File: config.mk
export PLATFORM = sky130hd
export DESIGN_NAME = iter_arith_unit
export DESIGN_NICKNAME = d
export VERILOG_FILES = /design/src/rtl/iter_arith_unit.sv
export SDC_FILE = /design/constraint.sdc
export NUM_CORES = 1
export LEC_CHECK = 0
export ABC_AREA = 0
export ABC_CLOCK_PERIOD_IN_PS = 3600
export BUFFER_PORTS_ARGS = -buffer_cell sky130_fd_sc_hd__buf_2
export CORE_MARGIN = 1.5
export CORE_UTILIZATION = 55
export CTS_BUF_LIST = sky130_fd_sc_hd__clkbuf_4 sky130_fd_sc_hd__clkbuf_8
export CTS_CLUSTER_DIAMETER = 60
export DETAILED_ROUTE_END_ITERATION = 12
export PLACE_DENSITY = 0.76
export SLEW_MARGIN = 20
export SYNTH_ARGS = -nofsm -noshare
export SYNTH_HDL_FRONTEND = slang
export SYNTH_SLANG_ARGS = --single-unit
File: constraint.sdc
create_clock -name clk_i -period 3.6 [get_ports clk_i]
set_input_delay 1.08 -clock clk_i [delete_from_list [all_inputs] [get_ports clk_i]]
set_output_delay 1.08 -clock clk_i [all_outputs]
set_load 0.01 [all_outputs]
File: src/rtl/iter_arith_unit.sv
// Multi-cycle unsigned arithmetic unit: restoring division (quotient or
// remainder) and digit-by-digit integer square root, one iteration per cycle.
//
// Handshake: start_i is sampled only while busy_o is low; a request seen at a
// rising edge is accepted at that edge and busy_o rises. busy_o stays high for
// exactly ITER cycles, after which y_bo/err_o update and done_o pulses for one
// cycle. start_i is ignored while busy_o is high and requests are never queued.
module iter_arith_unit #(
  parameter int WIDTH = 8
) (
  input  logic             clk_i,
  input  logic             rst_i,
  input  logic             start_i,
  input  logic [1:0]       mode_bi,
  input  logic [WIDTH-1:0] a_bi,
  input  logic [WIDTH-1:0] b_bi,
  output logic             busy_o,
  output logic             done_o,
  output logic             err_o,
  output logic [WIDTH-1:0] y_bo
);

  localparam int HW = WIDTH / 2;        // root width
  localparam int RW = WIDTH + 2;        // working width of the trial subtraction
  localparam int CW = $clog2(WIDTH);    // iteration counter width

  typedef enum logic {
    S_IDLE = 1'b0,
    S_WORK = 1'b1
  } state_t;

  state_t           r_state;
  state_t           w_state_nxt;
  logic             w_accept;
  logic             w_finish;
  logic             w_last;

  logic [1:0]       r_mode;
  logic [WIDTH-1:0] r_b;       // divisor
  logic [WIDTH-1:0] r_q;       // dividend shifting out / quotient shifting in; radicand for sqrt
  logic [WIDTH-1:0] r_rem;     // partial remainder (division and sqrt)
  logic [HW-1:0]    r_root;    // partial root
  logic [CW-1:0]    r_cnt;

  logic [WIDTH-1:0] r_y;
  logic             r_err;
  logic             r_done;

  logic [RW-1:0]    w_shift;
  logic [RW-1:0]    w_trial;
  logic             w_ge;
  logic [WIDTH-1:0] w_rem_nxt;
  logic [WIDTH-1:0] w_q_nxt;
  logic [HW-1:0]    w_root_nxt;
  logic [WIDTH-1:0] w_result;

  // Last iteration: WIDTH steps for division, WIDTH/2 steps for square root.
  assign w_last = (r_cnt == (r_mode[1] ? CW'(HW - 1) : CW'(WIDTH - 1)));

  // FSM state register.
  always_ff @(posedge clk_i or posedge rst_i) begin
    if (rst_i) r_state <= S_IDLE;
    else       r_state <= w_state_nxt;
  end

  // FSM next-state and handshake decode.
  always_comb begin
    w_state_nxt = r_state;
    w_accept    = 1'b0;
    w_finish    = 1'b0;
    case (r_state)
      S_IDLE: begin
        if (start_i) begin
          w_accept    = 1'b1;
          w_state_nxt = S_WORK;
        end
      end
      S_WORK: begin
        if (w_last) begin
          w_finish    = 1'b1;
          w_state_nxt = S_IDLE;
        end
      end
      default: w_state_nxt = S_IDLE;
    endcase
  end

  // One shift-subtract step. Both algorithms bring new bits into the partial
  // remainder and compare against a trial value: the divisor for division,
  // 4*root+1 for square root. Every kept remainder fits WIDTH bits: below the
  // divisor for division, at most 2*root for square root.
  always_comb begin
    w_shift    = '0;
    w_trial    = '0;
    w_q_nxt    = r_q;
    w_root_nxt = r_root;
    if (r_mode[1]) begin
      w_shift = {r_rem, r_q[WIDTH-1 -: 2]};
      w_trial = {{(RW - HW - 2){1'b0}}, r_root, 2'b01};
    end else begin
      w_shift = {1'b0, r_rem, r_q[WIDTH-1]};
      w_trial = {2'b00, r_b};
    end
    w_ge      = (w_shift >= w_trial);
    w_rem_nxt = w_ge ? WIDTH'(w_shift - w_trial) : WIDTH'(w_shift);
    if (r_mode[1]) begin
      w_q_nxt    = {r_q[WIDTH-3:0], 2'b00};
      w_root_nxt = {r_root[HW-2:0], w_ge};
    end else begin
      w_q_nxt    = {r_q[WIDTH-2:0], w_ge};
    end
    // Divide by zero needs no special case: every trial succeeds, so the
    // quotient fills with ones and the remainder reassembles a.
    case (r_mode)
      2'b00:   w_result = w_q_nxt;
      2'b01:   w_result = w_rem_nxt;
      default: w_result = {{(WIDTH - HW){1'b0}}, w_root_nxt};
    endcase
  end

  // Datapath: latch operands on accept, iterate while working.
  always_ff @(posedge clk_i or posedge rst_i) begin
    if (rst_i) begin
      r_mode <= '0;
      r_b    <= '0;
      r_q    <= '0;
      r_rem  <= '0;
      r_root <= '0;
      r_cnt  <= '0;
    end else if (w_accept) begin
      r_mode <= mode_bi;
      r_b    <= b_bi;
      r_q    <= (mode_bi == 2'b11) ? b_bi : a_bi;
      r_rem  <= '0;
      r_root <= '0;
      r_cnt  <= '0;
    end else if (r_state == S_WORK) begin
      r_q    <= w_q_nxt;
      r_rem  <= w_rem_nxt;
      r_root <= w_root_nxt;
      r_cnt  <= r_cnt + CW'(1);
    end
  end

  // Result registers: updated only on completion, held otherwise.
  always_ff @(posedge clk_i or posedge rst_i) begin
    if (rst_i) begin
      r_y    <= '0;
      r_err  <= 1'b0;
      r_done <= 1'b0;
    end else begin
      r_done <= w_finish;
      if (w_finish) begin
        r_y   <= w_result;
        r_err <= ~r_mode[1] && (r_b == '0);
      end
    end
  end

  assign busy_o = (r_state == S_WORK);
  assign done_o = r_done;
  assign err_o  = r_err;
  assign y_bo   = r_y;

endmodule
## Word level (Yosys, flattened, before mapping)

Cells that the tools add are included.

| storage, ports and cells | value |
|---|---|
| word-level logic and storage cells | 44 |
| bits in registers | 44 |

| cells by class | value |
|---|---|
| eq/ne operators | 3 |
| reductions and logical operators | 4 |
| multiplexer cells | 22 |
| bitwise operators | 2 |
| $lt $le $gt $ge | 1 |
| add/subtract/negate cells | 2 |

Operators with widths:

| cell | number |
|---|---|
| $mux W8 | 8 |
| $pmux W8 S2 | 1 |
| $mux W4 | 3 |
| $ge A10 B8 Y1 | 1 |
| $mux W10 | 1 |
| $mux W3 | 3 |
| $logic_not A8 Y1 | 1 |
| $sub A8 B8 Y8 | 1 |
| $mux W1 | 5 |
| $add A3 B1 Y3 const B | 1 |
| $eq A3 B3 Y1 | 1 |
| $eq A2 B1 Y1 const B | 1 |
| $eq A2 B2 Y1 const B | 1 |
| $logic_not A2 Y1 | 1 |
| $not A1 Y1 | 2 |
| $pmux W1 S2 | 1 |
| $reduce_bool A2 Y1 | 1 |
| $logic_and A1 B1 Y1 | 1 |

## Depth between registers and ports, before layout

Gate-level depths: netlist (run 1).

| depth | value |
|---|---|
| word-level depth | 5 |
| gate-level depth with buffers | 13 |
| mapped depth without buffers | 8 |

## Least setup slack after synthesis (run 1)

No wires, ideal clock.

| timing | value |
|---|---|
| path type | flip-flop to flip-flop |
| start point | register r_mode[1] |
| end point | register r_y[3], in the netlist y_bo[3] |
| cell stages (with the launch flop) | 14 |
| slack | 0.811 ns |
| library setup time | 0.131 ns |
| required time | 3.469 ns |
| data arrival time | 2.658 ns |
| clock period less this slack | 2.789 ns |
| cell sequence | dfrtp_1 -> buf_6 -> buf_4 -> buf_2 -> buf_2 -> mux2i_1 -> ha_1 -> buf_6 -> a21oi_1 -> a21oi_1 -> or3_1 -> buf_6 -> mux2i_1 -> o22ai_1 |

| on the way | value |
|---|---|
| longest elaborated chain between the ends | 4 |
| elaborated cells on any way between the ends | 14 |
| classes of those cells | 1 x add/sub; 1 x order compare; 2 x eq/ne; 9 x mux; 1 x reduce/logical |

Ends and longest elaborated chain:

| item | line | RTL |
|---|---|---|
| start: declaration | 38 | `logic [1:0] r_mode;` |
| start signal: assignment | 131 | `r_mode <= mode_bi;` |
| $mux W10, or another cell as far along | 97 | `if (r_mode[1]) begin` |
| $sub A8 B8 Y8, or another cell as far along | 105 | `w_rem_nxt = w_ge ? WIDTH'(w_shift - w_trial) : WIDTH'(w_shift);` |
| $mux W8 or $mux W1 (tied branches) | 105, 79 |  |
| $pmux W8 S2 or $mux W1 (tied branches) | 114, 71 |  |
| end signal: assignment | 154 | `r_y <= w_result;` |
| end: declaration | 45 | `logic [WIDTH-1:0] r_y;` |

Parallel ways exist; a longest one is shown, timed or not.
A chain may end at the register's enable or synchronous reset.

## Final worst setup path (run 1)

| timing | value |
|---|---|
| start point | register r_mode[1] |
| end point | register r_y[2], in the netlist y_bo[2] |

Same word-level chain as after synthesis.

==> results.cfg, run 1 <==
[synthesis]
synth-async-reset-ratio_pct = 100
postSynthRegisterBits = 44
synth_flop_cell = dfrtp_1
yosys_warnings = 0
synth_fp_nets = 321
synthDistinctLibCells = 54
syn_inst = 290
synth_edf_count = 0
yosysTopAreaCellShare_pct = 39.8
synth_area_mm2 = 0.00277
synth.avg_cell_area_um2 = 9.54
ys_seq_area_share_pct = 39.8
yosys.area.top_type = dfrtp_1
synth.area.top_cells = dfrtp_1, mux2i_1, mux2_2, nor2_1, ha_1

[cts]
worstSkewPairLatency_ps = 310
cts_setup_buffers = 0
clockBufferDepth = 2
root_buffer = clkbuf_8
cts_tree = done
holdBufCountCts = 0
clk_pin_slew_ps = 100
cts_sinks = 44
cts_resized = 0
h-tree-depth = 2
cts_buffers = 5

[layout]
drive_gt1_share_pct = 21.5
antenna_cells = 0
nets = 347
nFillCells = 419
area_growth_pct = 10.5

[sta]
fin_tns_setup_ps = 0
slew_violations = 0
rsz0062_at_grt = no
hold_violations = 0
fin_skew_ps = 15.3
finalCriticalPeriod_ps = 3120
finalCritPeriodShare_pct = 86.6
setup_viol = 0
worst_pin_slew_ps = 629
relSlewSlack_pct = 58.1
timing.fmax_mhz = 321

[routing]
first_pass_iters = 4
drtIter0Drc = 190
drc_errors = 0
wl_per_cell_um = 16.9
totalWireLength_um = 6480
dr_total_vias = 2295
ant_nets = 0
vias_per_cell = 5.98

[run_status]
status = complete, no violations

[placed_design]
dp_hpwl_um = 4970
gp_congestion = 0.826
port_buffers = 31

[setup_path]
crit_top_cell = mux2i_1
critical-path-top-delay-family = adder cells
cp_max_fo = 11
cp_data_required_time_ps = 3790
crit_path_start_kind = flip-flop
regToRegStartpoint = r_mode[1]
cp-end-kind = flip-flop
cp.arrival_ps = 3310
critical_path_class = reg2reg
critPathLaunch = r_mode[1]
crit_path_top_delay_cell = dfrtp_1
max_stage_delay_ps = 580
path_cells = buf_4 -> mux2i_1 -> ha_1 -> fa_1 -> nand2b_1 -> a311oi_2 -> or3_1 -> mux2i_1 -> o22ai_1
path_buf_inv = 1
r2r_slack_ps = 480

[floorplan]
die_area_mm2 = 0.00546
die_x_um = 73.9
die_h_um = 73.9
rows = 25
design.core.area_mm2 = 0.00479
ios = 32
initial_core_util_pct = 57.8

[global_routing]
grt.total_usage_pct = 26.1
grt-ovfl-total = 0
grt_max_degree = 31
antenna_found_initial = 0
grt_pass1_vias = 2172
grt_pass1_wl_um = 10700

[flow_run]
drv_cap = 0

[worst_hold_path]
hold_start = y_bo[7]
min_path_type = reg2reg
[metal layers]
layer  vias up  share of wire [%]  track usage (%)
met3        10                4.9             4.66
met1      1087                 46             37.0
li1       1119                  -                -
met2        79                 47             40.1
met4         0                1.8             9.88
met5         -                  0                0
[cell usage after synthesis (3+ instances only)]
cell and instances:
a211oi_1 5, a21oi_1 21, a31oi_1 3, a32o_1 4, and3_1 3, buf_2 5
buf_6 4, clkbuf_1 7, dfrtp_1 44, ha_1 9, inv_1 11, mux2_2 13
mux2i_1 22, nand2_1 22, nand2b_1 4, nand3_1 7, nand3b_1 5, nor2_1 31
nor3b_1 4, o211ai_1 3, o21ai_0 11, o21ai_1 3, o22ai_1 4, o31ai_1 6
xnor2_1 4
[area by class of cell]
| cell class | instances | area (um^2) | share of cell area, % |
|---|---|---|---|
| multi-input combinational | 216 | 1510 | 49.3 |
| sequential | 44 | 1100 | 36.0 |
| timing repair buffer | 38 | 208 | 6.79 |
| tap | 67 | 83.8 | 2.74 |
| clock buffer | 5 | 68.8 | 2.25 |
| clock inverter | 3 | 46.3 | 1.51 |
| inverter | 11 | 41.3 | 1.35 |
[cells by family (layout without fill, tap and decap cells)]
family	Yosys count	count (layout)	synth area share, %
DFF	44	44	39.8
muxes	35	35	13.3
AOI/OAI and AO/OA	76	76	19.0
xor gates and xnor gates	5	5	1.58
adders and majority gates	10	10	4.80
and+or+nand+nor	90	90	15.9
buffers and inverters	30	57	5.66
[path summary, 6_finish.rpt]
path,to,cells after the start
min reg2reg,y_bo[7],2
max in group asynchronous,r_root[3],3
min,y_bo[7],2
max reg2reg,y_bo[2],9
max,y_bo[2],9
min in group asynchronous,done_o,2
[through the flow]
step	cells	utilization (%)	instance area [um^2]	hold slack (ps)	setup WS (ps)
4_1_cts	384	63.9	3060	510	513
6_report	384	63.9	3060	507	483
5_1_grt	384	63.9	3060	536	326
3_5_place_dp	376	61.5	2940	489	516
3_3_place_gp	376	61.5	2940	468	617
2_1_floorplan	290	-	2770	460	811
[cell usage in the layout, fill, tap and decap left out, types with 7 or more instances in the layout]
| master | synthesis | layout |
|---|---|---|
| a21oi_1 | 21 | 21 |
| buf_2 | 5 | 31 |
| buf_4 | 2 | 7 |
| dfrtp_1 | 44 | 44 |
| ha_1 | 9 | 9 |
| inv_1 | 11 | 10 |
| mux2_2 | 13 | 13 |
| mux2i_1 | 22 | 22 |
| nand2_1 | 22 | 22 |
| nand3_1 | 7 | 7 |
| nor2_1 | 31 | 31 |
| o21ai_0 | 11 | 11 |
[sequential cells by signal, indices dropped and copies added, names as in the netlist]
signal  cells
busy_o      1
r_q         8
r_mode      2
err_o       1
r_b         8
r_root      4
y_bo        8
r_cnt       3
done_o      1
r_rem       8
[worst reg2reg max path: cells and delay by family (launching register included)]
kind / cells / cell delay, ps
adder cells (fa/ha/maj): 2 / 630
flip-flops: 1 / 580
buffers and inverters: 1 / 270
AO/OA/AOI/OAI: 2 / 490
multiplexers: 2 / 410
AND/OR/NAND/NOR: 2 / 620
Power of run 1 is not shown: default switching activity piles up to over one toggle a cycle in this logic, so the estimate is an artifact.
==> inputs of run 2 (changes only) <==
BUFFER_PORTS_ARGS = default   (was -buffer_cell sky130_fd_sc_hd__buf_2)
DONT_BUFFER_PORTS = 1   (was default)
PLACE_DENSITY = 0.7   (was 0.76)
==> results.cfg, run 2 (synthesized netlist as in run 1, its figures left out) <==
[sta]
setup_viol = 0
fin_tns_setup_ps = 0
relSlewSlack_pct = 43.7
finalCriticalPeriod_ps = 3060
hold_violations = 0
worst_pin_slew_ps = 839
slew_violations = 0
timing.fmax_mhz = 327
finalCritPeriodShare_pct = 85.0
fin_skew_ps = 10.3
rsz0062_at_grt = no
setup_ws_ps = 541

[layout]
antenna_cells = 0
final_cell_mix = dfrtp_1, nor2_1, nand2_1, mux2i_1, a21oi_1
drive_gt1_share_pct = 12.3
nets = 315
final_common_cell = dfrtp_1
area_growth_pct = 3.98
nFillCells = 430

[global_routing]
grt_max_degree = 29
grt_pass1_wl_um = 11000
grt.total_usage_pct = 27.0
antenna_found_initial = 0
grt_pass1_vias = 2154
grt-ovfl-total = 0

[routing]
wl_per_cell_um = 18.4
ant_nets = 0
vias_per_cell = 6.13
drc_errors = 0
drtIter0Drc = 177
totalWireLength_um = 6470
first_pass_iters = 4
dr_total_vias = 2156

[floorplan]
die_area_mm2 = 0.00546
rows = 25
design.core.area_mm2 = 0.00479
die_x_um = 73.9
ios = 32
die_h_um = 73.9
initial_core_util_pct = 57.8

[cts]
cts_buffers = 5
clockBufferDepth = 2
cts_sinks = 44
clk_pin_slew_ps = 90
holdBufCountCts = 0
worstSkewPairLatency_ps = 300
cts_resized = 0
root_buffer = clkbuf_8
cts_setup_buffers = 0
h-tree-depth = 2
cts_tree = done

[setup_path]
crit_path_start_kind = flip-flop
r2r_slack_ps = 540
crit_path_top_delay_cell = dfrtp_1
critical_path_class = reg2reg
regToRegStartpoint = r_mode[1]
path_cells = or2_2 -> ha_1 -> fa_1 -> nand2b_1 -> a311oi_2 -> or3_1 -> mux2i_1 -> o22ai_1
max_stage_delay_ps = 560
cp_max_fo = 12
cp.arrival_ps = 3240
rr_worst_depth = 8
r2r_end = y_bo[2]
cp_data_required_time_ps = 3790
cp-end-kind = flip-flop

[worst_hold_path]
min_path_type = reg2reg
hold_start = r_b[2]
whs_endpoint = err_o
hold_depth = 1

[placed_design]
pre_cts_slack_ps = 573
dp_hpwl_um = 4880
port_buffers = 0
gp_congestion = 0.907

[run_status]
status = complete, no violations

[flow_run]
drv_cap = 0
## run 2: cell types whose count changed in the layout (fill, tap and decap cells not counted)
| cell | delta |
|---|---|
| buf_2 | -31 |
| clkbuf_8 | +1 |
| bufinv_16 | -1 |
| inv_2 | -1 |
| buf_4 | -1 |
| clkinv_1 | +1 |
| clkinvlp_4 | -1 |
| clkinv_2 | +1 |
## run 2: routing by layer
| layer | vias up | GRT usage [%] | part of all wire, % |
|---|---|---|---|
| met5 | - | 0 | 0 |
| met4 | 0 | 8.64 | 2.3 |
| met3 | 12 | 5.90 | 6.0 |
| met2 | 68 | 40.7 | 46 |
| met1 | 1026 | 38.7 | 46 |
| li1 | 1050 | - | - |
## run 2: how the worst max path moves through the flow
stage	from	end	slack (ps)	depth (start not counted)
4_1_cts	r_mode[1]	y_bo[2]	550	8
2_1_floorplan	r_mode[1]	y_bo[3]	810	13
5_1_grt	r_mode[1]	y_bo[2]	350	8
3_5_place_dp	r_mode[1]	y_bo[2]	570	8
6_report	r_mode[1]	y_bo[2]	540	8
3_3_place_gp	r_mode[1]	y_bo[3]	660	8
## run 2: per-stage QoR
step	area [um^2]	hold WS, ps	std cells	util [%]
2_1_floorplan	2770	460	290	-
3_3_place_gp	2780	482	344	58.1
3_5_place_dp	2780	488	344	58.1
4_1_cts	2880	508	352	60.1
5_1_grt	2880	539	352	60.1
6_report	2880	503	352	60.1
## run 2: final cells by class
type	instances	area, um^2	area share, %
multi-input combinational	216	1510	52.4
tap	67	83.8	2.92
sequential	44	1100	38.3
timing repair buffer	6	45.0	1.57
clock inverter	2	13.8	0.479
inverter	11	41.3	1.44
clock buffer	6	82.6	2.87
## run 2: worst max-delay path, delay by kind of cell, from the launching register on
| kind | cells | cell delay [ps] |
|---|---|---|
| AND/OR/NAND/NOR | 3 | 980 |
| flip-flops | 1 | 560 |
| multiplexers | 1 | 310 |
| adder cells (fa/ha/maj) | 2 | 610 |
| AO/OA/AOI/OAI | 2 | 490 |
Power of run 2 is left out for the same reason.
